$ cat src/rtl/ov7670_stream_generator_pkg.sv
// rtl/ov7670_stream_generator_pkg.sv - shared types and helpers for the OV7670 stream generator
// Package ov7670_pkg: test-pattern and FSM enums, colour-bar table, RGB444 byte packing.
package ov7670_pkg;

  typedef enum logic [1:0] {
    PAT_BARS  = 2'd0,
    PAT_RAMP  = 2'd1,
    PAT_ZEBRA = 2'd2,
    PAT_SOLID = 2'd3
  } pattern_e;

  typedef enum logic [2:0] {
    ST_IDLE,
    ST_VSYNC,
    ST_VBACK,
    ST_ACTIVE,
    ST_VFRONT
  } gen_state_e;

  // Colour bars, left to right.
  localparam logic [11:0] BAR_LUT [0:7] = '{
    12'hFFF, 12'hFF0, 12'h0FF, 12'h0F0, 12'hF0F, 12'hF00, 12'h00F, 12'h000
  };

  // OV7670 RGB444 wire order: first byte xR, second byte GB.
  function automatic logic [7:0] rgb444_byte(input logic [11:0] rgb, input logic odd);
    return odd ? rgb[7:0] : {4'h0, rgb[11:8]};
  endfunction

endpackage

$ cat src/rtl/ov7670_stream_generator_if.sv
// rtl/ov7670_stream_generator_if.sv - OV7670 camera bus (vsync/href/d)
// Ports: vsync (frame sync, active high), href (active bytes), d (pixel byte).
// master = sensor side (drives), slave = capture side (receives).
interface ov7670_stream_generator_if;
  logic       vsync;
  logic       href;
  logic [7:0] d;

  modport master (output vsync, href, d);
  modport slave  (input  vsync, href, d);
endinterface

$ cat src/rtl/ov7670_pattern_gen.sv
// rtl/ov7670_pattern_gen.sv - registered test-pattern source, (x,y,pattern,solid) -> rgb444
// Ports: clk; x pixel index; y active-line index; pattern select; solid colour;
//        rgb registered RGB444 result, one cycle after x/y.
module ov7670_pattern_gen
  import ov7670_pkg::*;
#(
  parameter int H_ACTIVE = 640,
  parameter int STRIPE_H = 32
) (
  input  logic        clk,
  input  logic [15:0] x,
  input  logic [15:0] y,
  input  pattern_e    pattern,
  input  logic [11:0] solid,
  output logic [11:0] rgb
);

  localparam int BAR_W = (H_ACTIVE / 8 > 0) ? H_ACTIVE / 8 : 1;

  logic [2:0] bar;
  logic [3:0] ramp;
  logic       stripe_odd;

  always_comb begin
    bar        = 3'(32'(x) / 32'(BAR_W));
    ramp       = 4'((32'(x) * 32'd16) / 32'(H_ACTIVE));
    stripe_odd = ((32'(y) / 32'(STRIPE_H)) % 32'd2) != 32'd0;
  end

  always_ff @(posedge clk) begin
    case (pattern)
      PAT_BARS:  rgb <= BAR_LUT[bar];
      PAT_RAMP:  rgb <= {ramp, ramp, ramp};
      PAT_ZEBRA: rgb <= stripe_odd ? 12'h000 : 12'hFFF;
      default:   rgb <= solid;
    endcase
  end

endmodule

$ cat src/rtl/ov7670_stream_generator.sv
// rtl/ov7670_stream_generator.sv - OV7670 RGB444 camera emulator with internal test patterns
// Ports: clk, rst (sync active high); enable (start frames while high); pattern, solid_rgb
//        (latched at frame start); cam (vsync/href/d master); frame_start, frame_done pulses;
//        busy; frame_count (completed frames, wrapping).
// Option OV7670_GEN_EXT_PIXEL_EN: adds ext_pixel/ext_valid/ext_ready/underrun; pattern 3
//        then streams external pixels instead of solid_rgb.
module ov7670_stream_generator
  import ov7670_pkg::*;
#(
  parameter int H_ACTIVE    = 640,
  parameter int V_ACTIVE    = 480,
  parameter int H_BLANK     = 288,
  parameter int VSYNC_LINES = 3,
  parameter int V_BACK      = 17,
  parameter int V_FRONT     = 10,
  parameter int STRIPE_H    = 32
) (
  input  logic        clk,
  input  logic        rst,
  input  logic        enable,
  input  logic [1:0]  pattern,
  input  logic [11:0] solid_rgb,
`ifdef OV7670_GEN_EXT_PIXEL_EN
  input  logic [11:0] ext_pixel,
  input  logic        ext_valid,
  output logic        ext_ready,
  output logic        underrun,
`endif
  ov7670_stream_generator_if.master cam,
  output logic        frame_start,
  output logic        frame_done,
  output logic        busy,
  output logic [15:0] frame_count
);

  localparam int          H_TOTAL = 2 * H_ACTIVE + H_BLANK;
  localparam logic [15:0] H_LAST  = 16'(H_TOTAL - 1);
  localparam logic [15:0] H_ACT_B = 16'(2 * H_ACTIVE);
  localparam logic [15:0] VS_LAST = 16'(VSYNC_LINES - 1);
  localparam logic [15:0] VB_LAST = 16'(V_BACK - 1);
  localparam logic [15:0] VA_LAST = 16'(V_ACTIVE - 1);
  localparam logic [15:0] VF_LAST = 16'(V_FRONT - 1);

  gen_state_e  state;
  logic [15:0] h_cnt, v_cnt;
  pattern_e    pat_q;
  logic [11:0] solid_q;

  logic [15:0] nxt_h, la_h, la_x, la_y;
  logic        line_end, nx_active, la_wrap, la_active;
  logic [11:0] gen_rgb, src_rgb;

  // Outputs are registered from the position one step ahead of the counters (nxt_h).
  // The pattern source adds another register, so it is fed two positions ahead (la_*).
  always_comb begin
    line_end  = (h_cnt == H_LAST);
    nxt_h     = line_end ? 16'd0 : h_cnt + 16'd1;
    nx_active = ((state == ST_ACTIVE) && !(line_end && v_cnt == VA_LAST) && (nxt_h < H_ACT_B)) ||
                ((state == ST_VBACK) && line_end && v_cnt == VB_LAST);

    la_wrap   = (32'(h_cnt) + 32'd2) >= 32'(H_TOTAL);
    la_h      = la_wrap ? 16'(32'(h_cnt) + 32'd2 - 32'(H_TOTAL)) : 16'(32'(h_cnt) + 32'd2);
    la_x      = la_h >> 1;
    la_y      = (state == ST_ACTIVE) ? v_cnt + {15'd0, la_wrap} : 16'd0;
    la_active = (la_h < H_ACT_B) &&
                (((state == ST_ACTIVE) && !(la_wrap && v_cnt == VA_LAST)) ||
                 ((state == ST_VBACK) && la_wrap && v_cnt == VB_LAST));
  end

  ov7670_pattern_gen #(
    .H_ACTIVE (H_ACTIVE),
    .STRIPE_H (STRIPE_H)
  ) u_pattern_gen (
    .clk     (clk),
    .x       (la_x),
    .y       (la_y),
    .pattern (pat_q),
    .solid   (solid_q),
    .rgb     (gen_rgb)
  );

`ifdef OV7670_GEN_EXT_PIXEL_EN
  logic [11:0] ext_q, ext_rgb;

  // ext_ready leads its even byte by one cycle, so the accepted pixel can be
  // registered straight into d; ext_q holds it for the following GB byte.
  always_comb begin
    ext_rgb = ext_ready ? (ext_valid ? ext_pixel : 12'h000) : ext_q;
    src_rgb = (pat_q == PAT_SOLID) ? ext_rgb : gen_rgb;
  end

  always_ff @(posedge clk) begin
    if (rst) begin
      ext_ready <= 1'b0;
      underrun  <= 1'b0;
      ext_q     <= 12'h000;
    end else begin
      ext_ready <= la_active && !la_h[0] && (pat_q == PAT_SOLID);
      if (ext_ready) begin
        ext_q <= ext_rgb;
        if (!ext_valid) underrun <= 1'b1;
      end
    end
  end
`else
  always_comb src_rgb = gen_rgb;
`endif

  always_ff @(posedge clk) begin
    if (rst) begin
      state       <= ST_IDLE;
      h_cnt       <= 16'd0;
      v_cnt       <= 16'd0;
      pat_q       <= PAT_BARS;
      solid_q     <= 12'h000;
      cam.vsync   <= 1'b0;
      cam.href    <= 1'b0;
      cam.d       <= 8'h00;
      frame_start <= 1'b0;
      frame_done  <= 1'b0;
      busy        <= 1'b0;
      frame_count <= 16'd0;
    end else begin
      frame_start <= 1'b0;
      frame_done  <= 1'b0;
      cam.href    <= nx_active;
      cam.d       <= nx_active ? rgb444_byte(src_rgb, nxt_h[0]) : 8'h00;
      h_cnt       <= nxt_h;
      v_cnt       <= line_end ? v_cnt + 16'd1 : v_cnt;
      case (state)
        ST_IDLE: begin
          h_cnt <= 16'd0;
          v_cnt <= 16'd0;
          if (enable) begin
            state       <= ST_VSYNC;
            cam.vsync   <= 1'b1;
            frame_start <= 1'b1;
            busy        <= 1'b1;
            pat_q       <= pattern_e'(pattern);
            solid_q     <= solid_rgb;
          end
        end
        ST_VSYNC: if (line_end && v_cnt == VS_LAST) begin
          state     <= ST_VBACK;
          v_cnt     <= 16'd0;
          cam.vsync <= 1'b0;
        end
        ST_VBACK: if (line_end && v_cnt == VB_LAST) begin
          state <= ST_ACTIVE;
          v_cnt <= 16'd0;
        end
        ST_ACTIVE: if (line_end && v_cnt == VA_LAST) begin
          state <= ST_VFRONT;
          v_cnt <= 16'd0;
        end
        ST_VFRONT: begin
          // frame_done lands on the final VFRONT cycle, together with the count.
          if (h_cnt == H_LAST - 16'd1 && v_cnt == VF_LAST) begin
            frame_done  <= 1'b1;
            frame_count <= frame_count + 16'd1;
          end
          if (line_end && v_cnt == VF_LAST) begin
            v_cnt <= 16'd0;
            if (enable) begin
              state       <= ST_VSYNC;
              cam.vsync   <= 1'b1;
              frame_start <= 1'b1;
              pat_q       <= pattern_e'(pattern);
              solid_q     <= solid_rgb;
            end else begin
              state <= ST_IDLE;
              busy  <= 1'b0;
            end
          end
        end
        default: state <= ST_IDLE;
      endcase
    end
  end

endmodule

$ cat src/flat_wrapper.sv
// flat-port wrapper written by rule: the top's interface ports become plain ports
module ov7670_stream_generator_flat import ov7670_pkg::*;
#(
  parameter int H_ACTIVE    = 640,
  parameter int V_ACTIVE    = 480,
  parameter int H_BLANK     = 288,
  parameter int VSYNC_LINES = 3,
  parameter int V_BACK      = 17,
  parameter int V_FRONT     = 10,
  parameter int STRIPE_H    = 32
)
  (clk, rst, enable, pattern, solid_rgb, frame_start, frame_done, busy, frame_count, cam_vsync, cam_href, cam_d);
  ov7670_stream_generator_if cam_i ();
  input  logic clk;
  input  logic rst;
  input  logic enable;
  input  logic [1:0] pattern;
  input  logic [11:0] solid_rgb;
  output logic frame_start;
  output logic frame_done;
  output logic busy;
  output logic [15:0] frame_count;
  output wire logic [$bits(cam_i.vsync)-1:0] cam_vsync;
  output wire logic [$bits(cam_i.href)-1:0] cam_href;
  output wire logic [$bits(cam_i.d)-1:0] cam_d;
  assign cam_vsync = cam_i.vsync;
  assign cam_href = cam_i.href;
  assign cam_d = cam_i.d;
  ov7670_stream_generator #(.H_ACTIVE(H_ACTIVE), .V_ACTIVE(V_ACTIVE), .H_BLANK(H_BLANK), .VSYNC_LINES(VSYNC_LINES), .V_BACK(V_BACK), .V_FRONT(V_FRONT), .STRIPE_H(STRIPE_H)) u_core (.clk(clk), .rst(rst), .enable(enable), .pattern(pattern), .solid_rgb(solid_rgb), .cam(cam_i), .frame_start(frame_start), .frame_done(frame_done), .busy(busy), .frame_count(frame_count));
endmodule
$ cat config.mk
export PLATFORM = sky130hd
export DESIGN_NAME = ov7670_stream_generator_flat
export DESIGN_NICKNAME = d
export VERILOG_FILES = /design/src/rtl/ov7670_stream_generator_pkg.sv /design/src/rtl/ov7670_stream_generator_if.sv /design/src/rtl/ov7670_pattern_gen.sv /design/src/rtl/ov7670_stream_generator.sv /design/src/flat_wrapper.sv
export SDC_FILE = /design/constraint.sdc
export NUM_CORES = 1
export LEC_CHECK = 0
export BUFFER_PORTS_ARGS = -buffer_cell sky130_fd_sc_hd__clkbuf_2
export CAP_MARGIN = 0
export CORE_MARGIN = 4
export CORE_UTILIZATION = 42
export CTS_CLUSTER_DIAMETER = 100
export DETAILED_ROUTE_END_ITERATION = 16
export GPL_TIMING_DRIVEN = 1
export HOLD_SLACK_MARGIN = 0.06
export PLACE_DENSITY = 0.56
export SLEW_MARGIN = 20
export SYNTH_ARGS = -nofsm -noshare
export SYNTH_HDL_FRONTEND = slang
export SYNTH_SLANG_ARGS = --single-unit
$ cat constraint.sdc
create_clock -name clk -period 15.9 [get_ports clk]
set_input_delay 0.795 -clock clk [delete_from_list [all_inputs] [get_ports clk]]
set_output_delay 0.795 -clock clk [all_outputs]
set_load 0.01 [all_outputs]
==> flow_summary.ini <==
[status]
status = finished clean

[floorplan]
core-area_mm2 = 0.0174
start_util_pct = 43.0
dieWidth_um = 142
ioPinCount = 46
dieHeight_um = 142
die-area_mm2 = 0.0200
num_rows = 48

[worst_setup_path]
cp.required_ns = 16.12
reg2reg_to = u_core.u_pattern_gen.rgb[2]$_DFF_P_
r2r_setup_slack_ns = 6.69
r2r_start = u_core.h_cnt[3]$_SDFF_PP0_
cp_num_buf_inv = 0
endpoint_kind = flop
critical_path_arrival_ns = 9.43
reg2regPathDepth = 27
cp_top_family = compound AO/OA/AOI/OAI gates
startpoint_type = flop
crit_type = reg -> reg
cp_slowest_cell = a41oi_1
critical_path_peak_fanout = 13
slowest_delay_ns = 0.77

[placement]
io_buffers = 45
dp_hpwl_um = 15100
place_area_mm2 = 0.00783
place.gp.congestion = 0.898
dp_slack_ns = 6.93

[clocking]
ctsLongestPathBuffers = 2
path_clk_slew_ns = 0.07
cts.repair.resized = 0
cts.sinks = 90
hold_buffers = 0
cts_max_level = 3
cts_post_setup_buffers_inserted = 0
cts_made_buffers = 9
clock_latency_ns = 0.35
clockRootBuffer = clkbuf_16
cts_tree = yes

[detailed_routing]
via_per_inst = 6.06
vias = 7483
routedWlPerCell_um = 16.5
drtIter0Drc = 542
wirelength_um = 20400
drtPass1Iterations = 5
drc_errors = 0
ant_nets = 0

[timing]
setup_viol = 0
max_freq_ghz = 0.109
rsz0062_at_grt = no
finClkSkew_ns = 0.0105
worst_slew_pin_slew_ns = 0.988
period_share_pct = 57.9
worst_slack_ns = 6.69
tns_ns = 0
fin_crit_ns = 9.21
drv_slew = 0
slew_headroom_pct = 33.3
hold_viol = 0

[finish]
nets = 1031
layout-drive-gt1-share_pct = 12.5
seqCellArea_mm2 = 0.00180
fill_cells = 1774
fin_area_mm2 = 0.00814
diodes = 0
multi_input_area_mm2 = 0.00540
syn2layout_area_growth_pct = 8.56

[global_route]
grt_max_degree = 41
track_usage_pct = 20.2
grt_pass1_wl_um = 34400
overflow = 0
antenna_found_initial = 0
grt_pass1_vias = 6894

[logic_synthesis]
yosysWarnings = 0
synth.most_common_cell = nor2_1
netlist_top_cells_area = dfxtp_1, nor2_1, xnor2_1
syn_area_mm2 = 0.00749
synth_top_area_share_pct = 24.0
ys.flop_type = dfxtp_1
synth.yosys.seq_area_share_pct = 24.0
ys_types = 100
ys_ff_latch = 90
synth-edff-count = 0
synth.largest_area_cell = dfxtp_1
syn_nets = 1020
async_reset_ff_share_pct = 0
synth_cells = 993
yosys-top-cells-count = nor2_1, nand2_1, dfxtp_1
syn_avg_cell_area_um2 = 7.55

[min_path]
holdPathStages = 1
min_path_type = reg -> reg
whs_endpoint = u_core.cam.d[6]$_SDFF_PP0_
holdCritStartpoint = u_core.u_pattern_gen.rgb[6]$_DFF_P_

[pwr]
total_power_w = 0.000588
power_leakage_nw = 3.06
peakVddDrop_v = 0.0000861
power.density_mw_per_mm2 = 72.3

[flow_run]
maxCapViolCount = 0
## report_power, final
part / internal [W] / switching [W] / total, W
Sequential: 0.000252 / 0.0000207 / 0.000273
Clock: 0.000111 / 0.0000990 / 0.000210
Combinational: 0.0000421 / 0.0000636 / 0.000106
## area by class of cell
| type | instances | area share (%) |
|---|---|---|
| Clock inverter | 7 | 0.892 |
| Inverter | 14 | 0.646 |
| Tap cell | 225 | 3.46 |
| Timing Repair Buffer | 55 | 3.69 |
| Sequential cell | 90 | 22.1 |
| Multi-Input combinational cell | 834 | 66.4 |
| Clock buffer | 9 | 2.77 |
## worst reg2reg max path, stage by stage, from the launching register on
cell and delay [ns]:
dfxtp_1 0.57, nand3_1 0.44, nor2_1 0.44, xnor2_1 0.22, ha_1 0.31, and4_1 0.23, a32oi_1 0.15, a21oi_4 0.33
a21oi_1 0.12, a41oi_1 0.77, ha_1 0.44, o311a_1 0.39, a221oi_2 0.33, nand4_1 0.31, a31oi_1 0.46, nand2_1 0.18
o211ai_4 0.38, mux2_2 0.41, a211oi_4 0.45, nand2_2 0.22, xnor2_1 0.44, or4_4 0.23, nand4bb_2 0.17, and3_4 0.24
o211ai_1 0.21, nand4_1 0.21, a221oi_1 0.36, nor2_1 0.09
## flip-flops by register name, summed over array words and instances, names as in the netlist, 2 cells and up
register                  flops
u_core.frame_count           16
u_core.h_cnt                 16
u_core.v_cnt                 16
u_core.solid_q               12
u_core.u_pattern_gen.rgb     12
u_core.cam.d                  8
u_core.state                  3
u_core.pat_q                  2
## layout by cell type, fill, tap and decap left out, types with 9 or more instances in the layout
| master | netlist | routed |
|---|---|---|
| nor2_1 | 144 | 144 |
| nand2_1 | 94 | 94 |
| dfxtp_1 | 90 | 90 |
| a21oi_1 | 52 | 52 |
| o21ai_0 | 51 | 51 |
| xnor2_1 | 47 | 47 |
| clkbuf_2 | 1 | 45 |
| nand3_1 | 38 | 38 |
| xor2_1 | 34 | 34 |
| nor3_1 | 30 | 30 |
| mux2i_1 | 24 | 24 |
| nand4_1 | 23 | 23 |
| and3_1 | 15 | 15 |
| and2_1 | 15 | 15 |
| o211ai_1 | 15 | 15 |
| or3_1 | 14 | 14 |
| o22ai_1 | 13 | 13 |
| inv_1 | 12 | 12 |
| a31oi_1 | 12 | 12 |
| nor4_1 | 12 | 11 |
| ha_1 | 10 | 10 |
| buf_4 | 5 | 10 |
| and4_1 | 9 | 9 |
| a211o_1 | 9 | 9 |
| a21o_1 | 9 | 9 |
| a221oi_1 | 9 | 9 |
| clkbuf_16 | 0 | 9 |
## logic make-up after synthesis
kind of cell / count (synthesis) / share of synthesized area, %
simple gates: 431 / 28.3
compound gates: 280 / 28.1
flops: 90 / 24.0
xor+xnor: 83 / 9.90
buf+inv: 69 / 3.96
mux: 26 / 3.51
fa+ha+maj: 14 / 2.22
## per-layer routing
layer | vias to the layer above | wire length, µm | track usage (%) | part of all wire, %
met5 | - | 0 | 0 | 0
met4 | 0 | 401 | 6.06 | 2.0
met3 | 39 | 1040 | 3.24 | 5.1
met2 | 244 | 9290 | 32.5 | 46
met1 | 3469 | 9650 | 27.9 | 47
li1 | 3731 | - | - | -
## worst max-delay path by stage
stage,from,end,cells past startpoint,slack [ns]
after floorplan,u_core.h_cnt[2]$_SDFF_PP0_,u_core.u_pattern_gen.rgb[0]$_DFF_P_,31,8.62
after global placement,u_core.h_cnt[3]$_SDFF_PP0_,u_core.u_pattern_gen.rgb[3]$_DFF_P_,27,7.20
after detailed placement,u_core.h_cnt[3]$_SDFF_PP0_,u_core.u_pattern_gen.rgb[1]$_DFF_P_,27,6.93
after CTS,u_core.h_cnt[3]$_SDFF_PP0_,u_core.u_pattern_gen.rgb[2]$_DFF_P_,27,6.87
after global routing,u_core.h_cnt[3]$_SDFF_PP0_,u_core.u_pattern_gen.rgb[2]$_DFF_P_,27,5.88
final,u_core.h_cnt[3]$_SDFF_PP0_,u_core.u_pattern_gen.rgb[2]$_DFF_P_,27,6.69
## metrics by stage
stage | utilization [%] | instances | hold WS (ns)
after detailed placement | 45.0 | 1218 | 0.419
after floorplan | - | 993 | 0.406
after CTS | 46.7 | 1234 | 0.436
after global routing | 46.7 | 1234 | 0.459
final | 46.7 | 1234 | 0.432
after global placement | 45.0 | 1218 | 0.414
Note: power is estimated with default switching activity, not from simulation.
